$ cat src/rtl/band_playback_scheduler.sv
// band_playback_scheduler
// Time-multiplexes NUM_BANDS sample tables over one shared ROM read port.
// Each 44 kHz strobe walks every band through a FETCH/ACC pair (fixed
// latency), sums rom_data * gain for the enabled bands, then rounds down
// by 7 bits (Q1.7 gain), saturates to 16 bits and pulses valid_out.
module band_playback_scheduler #(
    parameter int NUM_BANDS  = 8,
    parameter int MEM_DEPTH  = 4036,
    parameter int ADDR_WIDTH = $clog2(MEM_DEPTH),
    parameter int BAND_W     = $clog2(NUM_BANDS)
) (
    input  logic                      clk,
    input  logic                      rst,
    input  logic                      enable,
    input  logic [NUM_BANDS-1:0]      band_enable,
    input  logic [NUM_BANDS*8-1:0]    gain,
    input  logic                      overrun_clr,
    output logic                      rom_rd_en,
    output logic [BAND_W-1:0]         rom_band,
    output logic [ADDR_WIDTH-1:0]     rom_addr,
    input  logic signed [15:0]        rom_data,
    output logic signed [15:0]        data_out,
    output logic                      valid_out,
    output logic                      busy,
    output logic                      overrun
);

    // 16x9 product needs 25 bits; BAND_W extra bits absorb the sum of all bands.
    localparam int ACC_W = 25 + BAND_W;

    localparam logic [BAND_W-1:0]     IDX_LAST = BAND_W'(NUM_BANDS - 1);
    localparam logic [BAND_W-1:0]     IDX_ONE  = BAND_W'(32'd1);
    localparam logic [ADDR_WIDTH-1:0] PTR_LAST = ADDR_WIDTH'(MEM_DEPTH - 1);
    localparam logic [ADDR_WIDTH-1:0] PTR_ONE  = ADDR_WIDTH'(32'd1);

    typedef enum logic [1:0] {
        IDLE  = 2'd0,
        FETCH = 2'd1,
        ACC   = 2'd2,
        DONE  = 2'd3
    } state_e;

    state_e                  state_q, state_d;
    logic [BAND_W-1:0]       idx_q, idx_d;
    logic [ADDR_WIDTH-1:0]   ptr_q, ptr_d;
    logic signed [ACC_W-1:0] acc_q, acc_d;
    logic [NUM_BANDS-1:0]    mask_q, mask_d;
    logic signed [15:0]      data_out_q, data_out_d;
    logic                    valid_out_q, valid_out_d;
    logic                    busy_q, busy_d;
    logic                    overrun_q, overrun_d;

    logic [7:0]              gain_sel_s;
    logic signed [24:0]      mul_a_s;
    logic signed [24:0]      mul_b_s;
    logic signed [24:0]      prod_s;
    logic signed [ACC_W-1:0] prod_ext_s;
    logic signed [ACC_W-1:0] shift_s;
    logic [ACC_W-16:0]       shift_hi_s;
    logic                    fits_s;
    logic signed [15:0]      sat_s;
    logic                    drop_s;

    // Per-band product and the floor-shifted, saturated mix result.
    always_comb begin
        gain_sel_s = gain[{idx_q, 3'b000} +: 8];
        // Gain is unsigned, so it enters the signed multiply with a zero MSB.
        mul_a_s    = {{9{rom_data[15]}}, rom_data};
        mul_b_s    = {17'd0, gain_sel_s};
        prod_s     = mul_a_s * mul_b_s;
        prod_ext_s = {{(ACC_W-25){prod_s[24]}}, prod_s};
        shift_s    = acc_q >>> 3'd7;
        // Value fits in 16 bits when every bit above bit 14 matches the sign.
        shift_hi_s = shift_s[ACC_W-1:15];
        fits_s     = (&shift_hi_s) | ~(|shift_hi_s);
        if (fits_s) begin
            sat_s = shift_s[15:0];
        end else if (shift_s[ACC_W-1]) begin
            sat_s = 16'sh8000;
        end else begin
            sat_s = 16'sh7FFF;
        end
    end

    // Next-state logic for the band walk, accumulator, pointer and flags.
    always_comb begin
        state_d     = state_q;
        idx_d       = idx_q;
        ptr_d       = ptr_q;
        acc_d       = acc_q;
        mask_d      = mask_q;
        data_out_d  = data_out_q;
        valid_out_d = 1'b0;
        drop_s      = enable && (state_q != IDLE);

        case (state_q)
            IDLE: begin
                if (enable) begin
                    // Snapshot the band mask so later changes cannot disturb this sample.
                    mask_d  = band_enable;
                    acc_d   = {ACC_W{1'b0}};
                    idx_d   = {BAND_W{1'b0}};
                    state_d = FETCH;
                end else begin
                    state_d = IDLE;
                end
            end
            FETCH: begin
                state_d = ACC;
            end
            ACC: begin
                if (mask_q[idx_q]) begin
                    acc_d = acc_q + prod_ext_s;
                end else begin
                    acc_d = acc_q;
                end
                if (idx_q == IDX_LAST) begin
                    state_d = DONE;
                end else begin
                    idx_d   = idx_q + IDX_ONE;
                    state_d = FETCH;
                end
            end
            DONE: begin
                data_out_d  = sat_s;
                valid_out_d = 1'b1;
                if (ptr_q == PTR_LAST) begin
                    ptr_d = {ADDR_WIDTH{1'b0}};
                end else begin
                    ptr_d = ptr_q + PTR_ONE;
                end
                state_d = IDLE;
            end
            default: begin
                state_d = IDLE;
            end
        endcase

        // A dropped strobe outranks a simultaneous clear.
        if (drop_s) begin
            overrun_d = 1'b1;
        end else if (overrun_clr) begin
            overrun_d = 1'b0;
        end else begin
            overrun_d = overrun_q;
        end

        busy_d = (state_d != IDLE);
    end

    // State and output registers with asynchronous reset.
    always_ff @(posedge clk or posedge rst) begin
        if (rst) begin
            state_q     <= IDLE;
            idx_q       <= {BAND_W{1'b0}};
            ptr_q       <= {ADDR_WIDTH{1'b0}};
            acc_q       <= {ACC_W{1'b0}};
            mask_q      <= {NUM_BANDS{1'b0}};
            data_out_q  <= 16'sd0;
            valid_out_q <= 1'b0;
            busy_q      <= 1'b0;
            overrun_q   <= 1'b0;
        end else begin
            state_q     <= state_d;
            idx_q       <= idx_d;
            ptr_q       <= ptr_d;
            acc_q       <= acc_d;
            mask_q      <= mask_d;
            data_out_q  <= data_out_d;
            valid_out_q <= valid_out_d;
            busy_q      <= busy_d;
            overrun_q   <= overrun_d;
        end
    end

    // ROM request is decoded from the current state; band and address track idx/ptr.
    assign rom_rd_en = (state_q == FETCH) && mask_q[idx_q];
    assign rom_band  = idx_q;
    assign rom_addr  = ptr_q;

    assign data_out  = data_out_q;
    assign valid_out = valid_out_q;
    assign busy      = busy_q;
    assign overrun   = overrun_q;

endmodule

$ cat config.mk
export PLATFORM = sky130hd
export DESIGN_NAME = band_playback_scheduler
export DESIGN_NICKNAME = d
export VERILOG_FILES = /design/src/rtl/band_playback_scheduler.sv
export SDC_FILE = /design/constraint.sdc
export NUM_CORES = 1
export LEC_CHECK = 0
export CAP_MARGIN = 0
export CORE_ASPECT_RATIO = 2
export CORE_UTILIZATION = 52
export CTS_CLUSTER_DIAMETER = 30
export DETAILED_ROUTE_END_ITERATION = 8
export GPL_TIMING_DRIVEN = 0
export PLACE_DENSITY_LB_ADDON = 0.3
export SLEW_MARGIN = 15
export SYNTH_ARGS = -nofsm -noshare
export SYNTH_HDL_FRONTEND = slang
export SYNTH_SLANG_ARGS = --single-unit
$ cat constraint.sdc
create_clock -name clk -period 6.6 [get_ports clk]
set_input_delay 0.99 -clock clk [delete_from_list [all_inputs] [get_ports clk]]
set_output_delay 0.99 -clock clk [all_outputs]
set_load 0.05 [all_outputs]
==> results of run 1 <==
==> cell type report <==
cell class                 instances  area [sq um]  share of cell area (%)
multi-input combinational        678          7190                    57.9
tap                              210           263                    2.11
clock inverter                     6          65.1                   0.523
inverter                         200           753                    6.06
buffer                            30           258                    2.07
sequential                        72          1800                    14.5
timing repair buffer             191          1850                    14.9
antenna                            1          2.50                  0.0201
clock buffer                      10           239                    1.92
==> final timing paths <==
check,from,endpoint
setup / recovery,gain[29],acc_q[27]
hold / removal,data_out[4],data_out[4]
setup reg to reg,rom_band[0],acc_q[27]
hold reg to reg,data_out[4],data_out[4]
max in group asynchronous,rst,acc_q[21]
min in group asynchronous,rst,state_q[0]
==> worst reg2reg max path: cells and delay by family (launching register included) <==
family                   cells  cell delay, ns
AO/OA/AOI/OAI                6            0.91
adder cells (fa/ha/maj)      6            2.88
buffers and inverters        6            0.59
flip-flops                   1            0.41
multiplexers                 2            0.79
AND/OR/NAND/NOR              3            0.76
==> metal layers <==
| metal | wire, um | up-vias | GRT usage [%] |
|---|---|---|---|
| met3 | 1140 | 119 | 4.90 |
| met5 | 0 | - | 0 |
| met2 | 15000 | 260 | 54.7 |
| li1 | - | 3557 | - |
| met1 | 8780 | 3893 | 31.5 |
| met4 | 2080 | 0 | 20.8 |
==> registers in the layout, indices dropped and copies added (netlist names) <==
name / cells
busy: 1
valid_out: 1
state_q: 2
acc_q: 28
data_out: 16
rom_band: 3
mask_q: 8
rom_addr: 12
overrun: 1
==> stage by stage <==
step | util [%] | hold WS (ns) | instance area (sq um) | setup TNS [ns]
finish | 71.6 | 0.481 | 12400 | 0
global route | 71.6 | 0.517 | 12400 | -0.405
CTS | 68.8 | 0.488 | 11900 | 0
detailed placement | 62.8 | 0.472 | 10900 | -13.93
global placement | 62.6 | 0.468 | 10900 | -13.12
floorplan | - | 0.469 | 9340 | 0
==> timing repair <==
item                                    CTS  global route
setup buffers                            30            30
pin swaps                                54            56
hold buffers                              0             0
endpoints found under the setup margin   17            13
cloned                                    3             2
gates resized for setup                 136           155
==> cell usage in the layout, fill, tap and decap left out, types with 26 or more instances in the layout <==
master,Yosys,final
o21ai_0,31,30
clkdlybuf4s50_1,0,62
fa_1,128,114
nand3_1,33,32
dfrtp_1,72,70
buf_4,3,47
nor2b_1,65,63
nand2_1,89,80
clkbuf_2,0,26
inv_1,199,184
dlymetal6s2s_1,0,32
ha_1,64,48
o21ai_1,37,34
==> cell families (layout without fill, tap and decap cells) <==
group,after synthesis,in the layout
mux,38,38
xor+xnor,31,31
buf+inv,231,437
other cells,0,1
compound gates,146,146
fa+ha+maj,192,192
simple gates,271,271
flops,72,72
==> impl_metrics.yaml, run 1 <==
status:
  status: "complete, no violations"
worst_setup_path:
  endpoint_kind: "register"
  start_kind: "input port"
  crit_chain: "clkbuf_2, mux4_2, mux2i_4, buf_8, buf_12, nand2b_4, fa_2, fa_1, inv_2, fa_1, fa_1, inv_2, fa_1, inv_2, ha_4, a21oi_4, o21ai_2, o41ai_2, o41a_4, o21ai_4, or4_1, nand4_1, o31ai_2"
  critical-path-slowest-cell: "fa_1"
  path_max_fanout: 5
  cp_num_cells: 23
  crit_top_cell: "fa_1"
  cp_slowest_stage_delay_ns: 0.56
  worstSetupPathType: "input port to register"
  cp.arrival_ns: 6.78
  crit_buf_inv: 6
  r2r_setup_slack_ns: 0.15
  required_ns: 6.81
  r2r_cells: 23
  critPathTopFamily: "adder cells"
finish:
  drive_above_1_share_pct: 22.3
  nFillCells: 1280
  finalNonFillerCells: 1398
  syn2layout_area_growth_pct: 34.1
  finalNetCount: 1466
clocking:
  cts_made_buffers: 9
  cts_buffer_depth: 2
  root_buffer: "clkbuf_16"
  path_clk_slew_ns: 0.07
  cts.sinks: 72
  clk_latency_ns: 0.34
  cts-htree-levels: 3
  cts_tree: "built"
die:
  die_area_sq_mm: 0.0184
  rows: 68
  ioPinCount: 127
  start_util_pct: 53.4
  chipWidth_um: 96.4
  core-area_sq_mm: 0.0174
  die_y_um: 191
yosys:
  ys_ff_latch: 72
  synthSimpleGateAreaFrac_pct: 15.2
  syn_inst: 981
  netlist_area_sq_mm: 0.00927
  synth_compound_area_share_pct: 9.81
  synth_edf_count: 0
  dominantRegCellSynth: "dfrtp_1"
  async_reset_ff_share_pct: 100
  synth_top_area_share_pct: 27.6
  synth_most_common_cell: "inv_1"
  yosys-top-cells-area: "fa_1 (28%), dfrtp_1 (19%), ha_1 (8.6%)"
  synth_area_leader_cell: "fa_1"
  syn_nets: 1265
  synth_top_family_by_area: "adder cells"
  synthAdderAreaFrac_pct: 36.3
  syn_area_per_cell_sq_um: 9.45
  synth_mux_area_share_pct: 6.69
  yosys_warnings: 0
  synthXorXnorAreaFrac_pct: 2.93
  synth_cell_types: 61
  synthTopCellsByCount: "inv_1 (199), fa_1 (128), nand2_1 (89)"
  yosysSeqAreaShare_pct: 19.4
routing:
  drc: 0
  viasPerCell: 5.60
  num_vias: 7829
  postRouteAntennaNets: 0
  firstDrtPassIters: 5
  routed_wl_mm: 27.0
  drt_iter0_markers: 428
  wl_per_cell_um: 19.3
sta:
  hold_viol_final: 0
  tightest_slew_ns: 0.744
  slew_violations: 0
  post-route-period-util_pct: 99.6
  setup_violations: 0
  slew_headroom_pct: 50.3
  fin_ws_ns: 0.0294
  rsz0062_at_grt: "yes"
  fmax_ghz: 0.152
  fin_worst_skew_ns: 0.0100
  min_period_ns: 6.57
placed_design:
  numPlacedInstances: 1318
  hpwlAfterDp_mm: 20.4
  dp_slack_ns: -1.09
  place_congestion: 0.873
  port_buffers: 126
grt:
  grt_max_degree: 47
  track_usage_pct: 30.6
  grt_pass1_vias: 8363
  grt_pass1_wl_mm: 41.7
  antenna_found_initial: 1
  gr-total-overflow: 0
hold_path:
  hold-path-cell-count: 2
  hp-class: "register to register"
flow_run:
  timing.max_cap.violations: 0
Power of run 1 is left out: the tool's default activity adds up to more than one toggle a clock period on the data nets, which glitch-free logic cannot reach.
==> run 2: changes to the inputs <==
Settings changed: CTS_CLUSTER_SIZE from default to 8, GPL_ROUTABILITY_DRIVEN from default to 0.
==> run 2 against run 1 <==
Effect of this change:
- worst hold slack gained 0.0041 ns
- critical path type unchanged
- highest routed layer unchanged
- maximum frequency grew 0.20%
- setup slack gained 0.013 ns
- largest cell class unchanged
- register-to-register slack lost 0.04 ns
- non-clock buffer count grew 16
- core utilization grew 1.4 points
- wire length grew 3.5%
- first-iteration DRC count grew 11%
- critical path depth is the same
- cell area grew 2.0%
- sequential cell count is the same
==> impl_metrics.yaml, run 2 (synthesis gave the netlist of run 1 again) <==
status:
  status: "complete, no violations"
worst_setup_path:
  endpoint_kind: "register"
  required_ns: 6.82
  crit_chain: "clkdlybuf4s15_1, mux4_2, mux2i_4, buf_6, buf_6, nor2b_1, fa_2, fa_1, inv_1, fa_1, inv_1, fa_1, inv_1, fa_1, inv_1, ha_4, a21oi_2, o21ai_4, a311oi_4, o31ai_4, a311oi_2, mux2i_1, nand2_1"
  cp_slowest_stage_delay_ns: 0.55
  worstSetupPathType: "input port to register"
  critical-path-slowest-cell: "fa_1"
  path_max_fanout: 6
  cp.arrival_ns: 6.78
  start_kind: "input port"
grt:
  grt_pass1_wl_mm: 41.8
  track_usage_pct: 30.6
  grt_pass1_vias: 8416
  grt_max_degree: 43
  antenna_found_initial: 2
  gr-total-overflow: 0
die:
  ioPinCount: 127
  die_area_sq_mm: 0.0184
  rows: 68
  core-area_sq_mm: 0.0174
  chipWidth_um: 96.4
  die_y_um: 191
  start_util_pct: 53.4
routing:
  firstDrtPassIters: 6
  wl_per_cell_um: 19.7
  viasPerCell: 5.72
  drc: 0
  routed_wl_mm: 27.9
  drt_iter0_markers: 474
  num_vias: 8102
  postRouteAntennaNets: 0
clocking:
  cts_tree: "built"
  path_clk_slew_ns: 0.06
  cts_made_buffers: 9
  cts.sinks: 72
  root_buffer: "clkbuf_16"
  cts_buffer_depth: 2
  cts-htree-levels: 3
  clk_latency_ns: 0.34
finish:
  drive_above_1_share_pct: 24.2
  final_cell_mix: "inv_1 (174), fa_1 (115), nand2_1 (82)"
  largest_register: "acc_q"
  finalNetCount: 1482
  syn2layout_area_growth_pct: 36.8
  nFillCells: 1214
  largest_register_ffs: 28
  final_common_cell: "inv_1"
sta:
  post-route-period-util_pct: 99.4
  tightest_slew_ns: 0.744
  hold_viol_final: 0
  rsz0062_at_grt: "yes"
  hold-worst-slack_ns: 0.485
  fin_worst_skew_ns: 0.00897
  fmax_ghz: 0.153
  slew_violations: 0
  min_period_ns: 6.56
  slew_headroom_pct: 50.3
  setup_violations: 0
hold_path:
  hp-class: "register to register"
flow_run:
  timing.max_cap.violations: 0
placed_design:
  hpwlAfterDp_mm: 20.1
  port_buffers: 126
[run 2: per-stage QoR]
stage	instances	utilization (%)	setup TNS [ns]	instance area (sq um)	worst slack [ns]
after floorplan	981	-	0	9340	0.00301
after global placement	1317	62.6	-12.83	10900	-1.03
after detailed placement	1318	62.7	-13.26	10900	-1.09
after CTS	1376	69.7	0	12100	0.0103
after global routing	1416	73.1	-0.448	12700	-0.0886
final	1416	73.1	0	12700	0.0427
[run 2: final timing paths]
path / from / end / slack, ns / depth (start not counted)
max: gain[4] / acc_q[26] / 0.04 / 23
min: data_out[4] / data_out[4] / 0.49 / 2
max reg2reg: rom_band[0] / acc_q[27] / 0.11 / 24
min reg2reg: data_out[4] / data_out[4] / 0.49 / 2
max in group asynchronous: rst / acc_q[17] / 5.02 / 3
min in group asynchronous: rst / acc_q[7] / 1.01 / 2
[run 2: what timing repair did]
item,in CTS,in global routing
setup buffers,41,38
endpoints found under the setup margin,17,14
gates cloned,1,0
hold buffers,0,0
pin swaps,56,61
resized for setup,156,152
[run 2: layer usage]
layer | global-route usage, % | vias up | share of wire [%]
met2 | 54.9 | 344 | 56
met5 | 0 | - | 0
li1 | - | 3592 | -
met1 | 31.0 | 4034 | 32
met4 | 21.9 | 0 | 7.8
met3 | 4.59 | 132 | 4.3
[run 2: worst max-delay path: cells and delay by family]
kind,cells,cell delay [ns]
buffers and inverters,7,0.67
AOI/OAI and AO/OA,5,1.24
adders and majority gates,6,2.78
muxes,3,0.95
and+or+nand+nor,2,0.12
[run 2: area by class of cell]
| class | instances | area (sq um) | area share [%] |
|---|---|---|---|
| multi-input cells | 678 | 7300 | 57.6 |
| repair buffers | 206 | 2000 | 15.7 |
| flip-flops and latches | 72 | 1800 | 14.2 |
| inverters | 200 | 753 | 5.94 |
| plain buffers | 31 | 264 | 2.08 |
| well taps | 210 | 263 | 2.07 |
| clock buffers | 10 | 229 | 1.81 |
| clock inverters | 6 | 67.6 | 0.533 |
| diodes | 3 | 7.51 | 0.0592 |
Power of run 2 is left out for the same reason.
==> run 3: changes to the inputs <==
Settings changed: CORE_MARGIN from default to 3, CORE_UTILIZATION 52 to 57.
Clock period 6.6 ns to 6.4 ns, I/O delays scaled along.
==> run 3 against run 2 <==
Effect of this change:
- the flow now finishes with violations (setup timing)
- cell area down 2.1%
- sequential cell count unchanged
- final cell count down 1.8%
- sequential share of layout area up 0.30 points
- critical path depth unchanged
- largest cell class unchanged
- highest routed layer unchanged
==> impl_metrics.yaml, run 3 (synthesis gave the netlist of run 1 again) <==
finish:
  final_cell_mix: "inv_1 (180), fa_1 (117), nand2_1 (78)"
  finalNonFillerCells: 1391
  multi_input_area_sq_mm: 0.00727
  nFillCells: 993
  syn2layout_area_growth_pct: 33.9
  largest_register: "acc_q"
  drive_above_1_share_pct: 24.2
  largest_register_ffs: 28
  layout.area.seq_sq_mm: 0.00180
  finalNetCount: 1469
  final_common_cell: "inv_1"
hold_path:
  hp-class: "register to register"
clocking:
  cts-htree-levels: 3
  path_clk_slew_ns: 0.06
  cts_made_buffers: 9
  clk_latency_ns: 0.34
  cts_tree: "built"
  postCtsHoldBufs: 0
  cts_buffer_depth: 2
  cts.sinks: 72
  root_buffer: "clkbuf_16"
die:
  start_util_pct: 58.5
  ioPinCount: 127
  rows: 65
  die_y_um: 186
  die_area_sq_mm: 0.0179
  chipWidth_um: 96.2
  core-area_sq_mm: 0.0159
routing:
  drt_iter0_markers: 585
  wl_per_cell_um: 20.8
  routed_wl_mm: 29.0
  postRouteAntennaNets: 0
  num_vias: 8263
  viasPerCell: 5.94
  drc: 0
  firstDrtPassIters: 7
worst_setup_path:
  path_max_fanout: 5
  start_kind: "input port"
  worstSetupPathType: "input port to register"
  crit_chain: "buf_2, mux4_2, mux2i_4, buf_8, buf_6, nand2b_4, fa_1, fa_1, inv_2, fa_1, fa_1, inv_1, fa_1, inv_2, ha_4, a21o_1, or3_4, o32ai_4, o41a_4, o21ai_4, or4_1, nand4_1, o31ai_1"
  cp.arrival_ns: 6.70
  critical-path-slowest-cell: "fa_1"
  endpoint_kind: "register"
  required_ns: 6.61
  cp_slowest_stage_delay_ns: 0.58
  crit_top_cell: "fa_1"
flow_run:
  timing.max_cap.violations: 0
placed_design:
  dp_slack_ns: -1.31
  numPlacedInstances: 1309
  hpwlAfterDp_mm: 20.7
  port_buffers: 126
sta:
  post-route-period-util_pct: 101
  fin_worst_skew_ns: 0.0126
  slew_headroom_pct: 52.0
  min_period_ns: 6.49
  fin_ws_ns: -0.0888
  fmax_ghz: 0.154
  hold_viol_final: 0
  tightest_slew_ns: 0.716
  slew_violations: 0
  rsz0062_at_grt: "yes"
  setup_violations: 5
grt:
  grt_pass1_vias: 9016
  gr-total-overflow: 0
  track_usage_pct: 31.9
  antenna_found_initial: 1
  grt_pass1_wl_mm: 43.7
  grt_max_degree: 43
status:
  violations: "setup timing"
  status: "complete, but fails checks"
-- run 3: metrics by stage --
| step | TNS [ns] | utilization [%] | hold WS, ns | area [sq um] |
|---|---|---|---|---|
| floorplan | 0 | - | 0.469 | 9410 |
| finish | -0.237 | 78.3 | 0.478 | 12400 |
| detailed placement | -17.24 | 69.0 | 0.467 | 10900 |
| global placement | -16.54 | 68.9 | 0.461 | 10900 |
| global route | -1.38 | 78.3 | 0.519 | 12400 |
| CTS | 0 | 75.9 | 0.482 | 12000 |
-- run 3: per-layer routing --
metal,vias up,wire (um),GRT usage [%]
met5,-,0,0
met4,0,3010,23.8
met3,217,1720,7.10
met2,464,15700,56.6
met1,4026,8550,30.4
li1,3556,-,-
-- run 3: worst paths after layout --
| kind | startpoint | end | slack [ns] | cells past startpoint |
|---|---|---|---|---|
| max | gain[61] | acc_q[27] | -0.09 | 23 |
| min | data_out[15] | data_out[15] | 0.48 | 2 |
| max reg2reg | rom_band[0] | acc_q[27] | -0.04 | 24 |
| min reg2reg | data_out[15] | data_out[15] | 0.48 | 2 |
| max in group asynchronous | rst | acc_q[10] | 4.86 | 3 |
| min in group asynchronous | rst | acc_q[8] | 0.98 | 2 |
-- run 3: worst max-delay path, delay by kind of cell --
family / cells / cell delay [ns]
muxes: 2 / 0.72
buffers and inverters: 6 / 0.50
adders and majority gates: 6 / 2.78
and+or+nand+nor: 4 / 1.00
AOI/OAI and AO/OA: 5 / 0.70
-- run 3: what timing repair did --
item | CTS | global route
buffers inserted | 54 | 14
pin swaps | 46 | 41
cloned | 2 | 1
endpoints found under the setup margin | 18 | 13
gates resized for setup | 239 | 78
-- run 3: cell type report --
| class | instances | area share [%] |
|---|---|---|
| repair buffers | 194 | 14.4 |
| flip-flops and latches | 72 | 14.5 |
| well taps | 201 | 2.02 |
| plain buffers | 30 | 2.22 |
| diodes | 1 | 0.0201 |
| clock buffers | 10 | 1.92 |
| clock inverters | 5 | 0.272 |
| inverters | 200 | 6.06 |
| multi-input cells | 678 | 58.6 |
Power of run 3 is left out for the same reason.
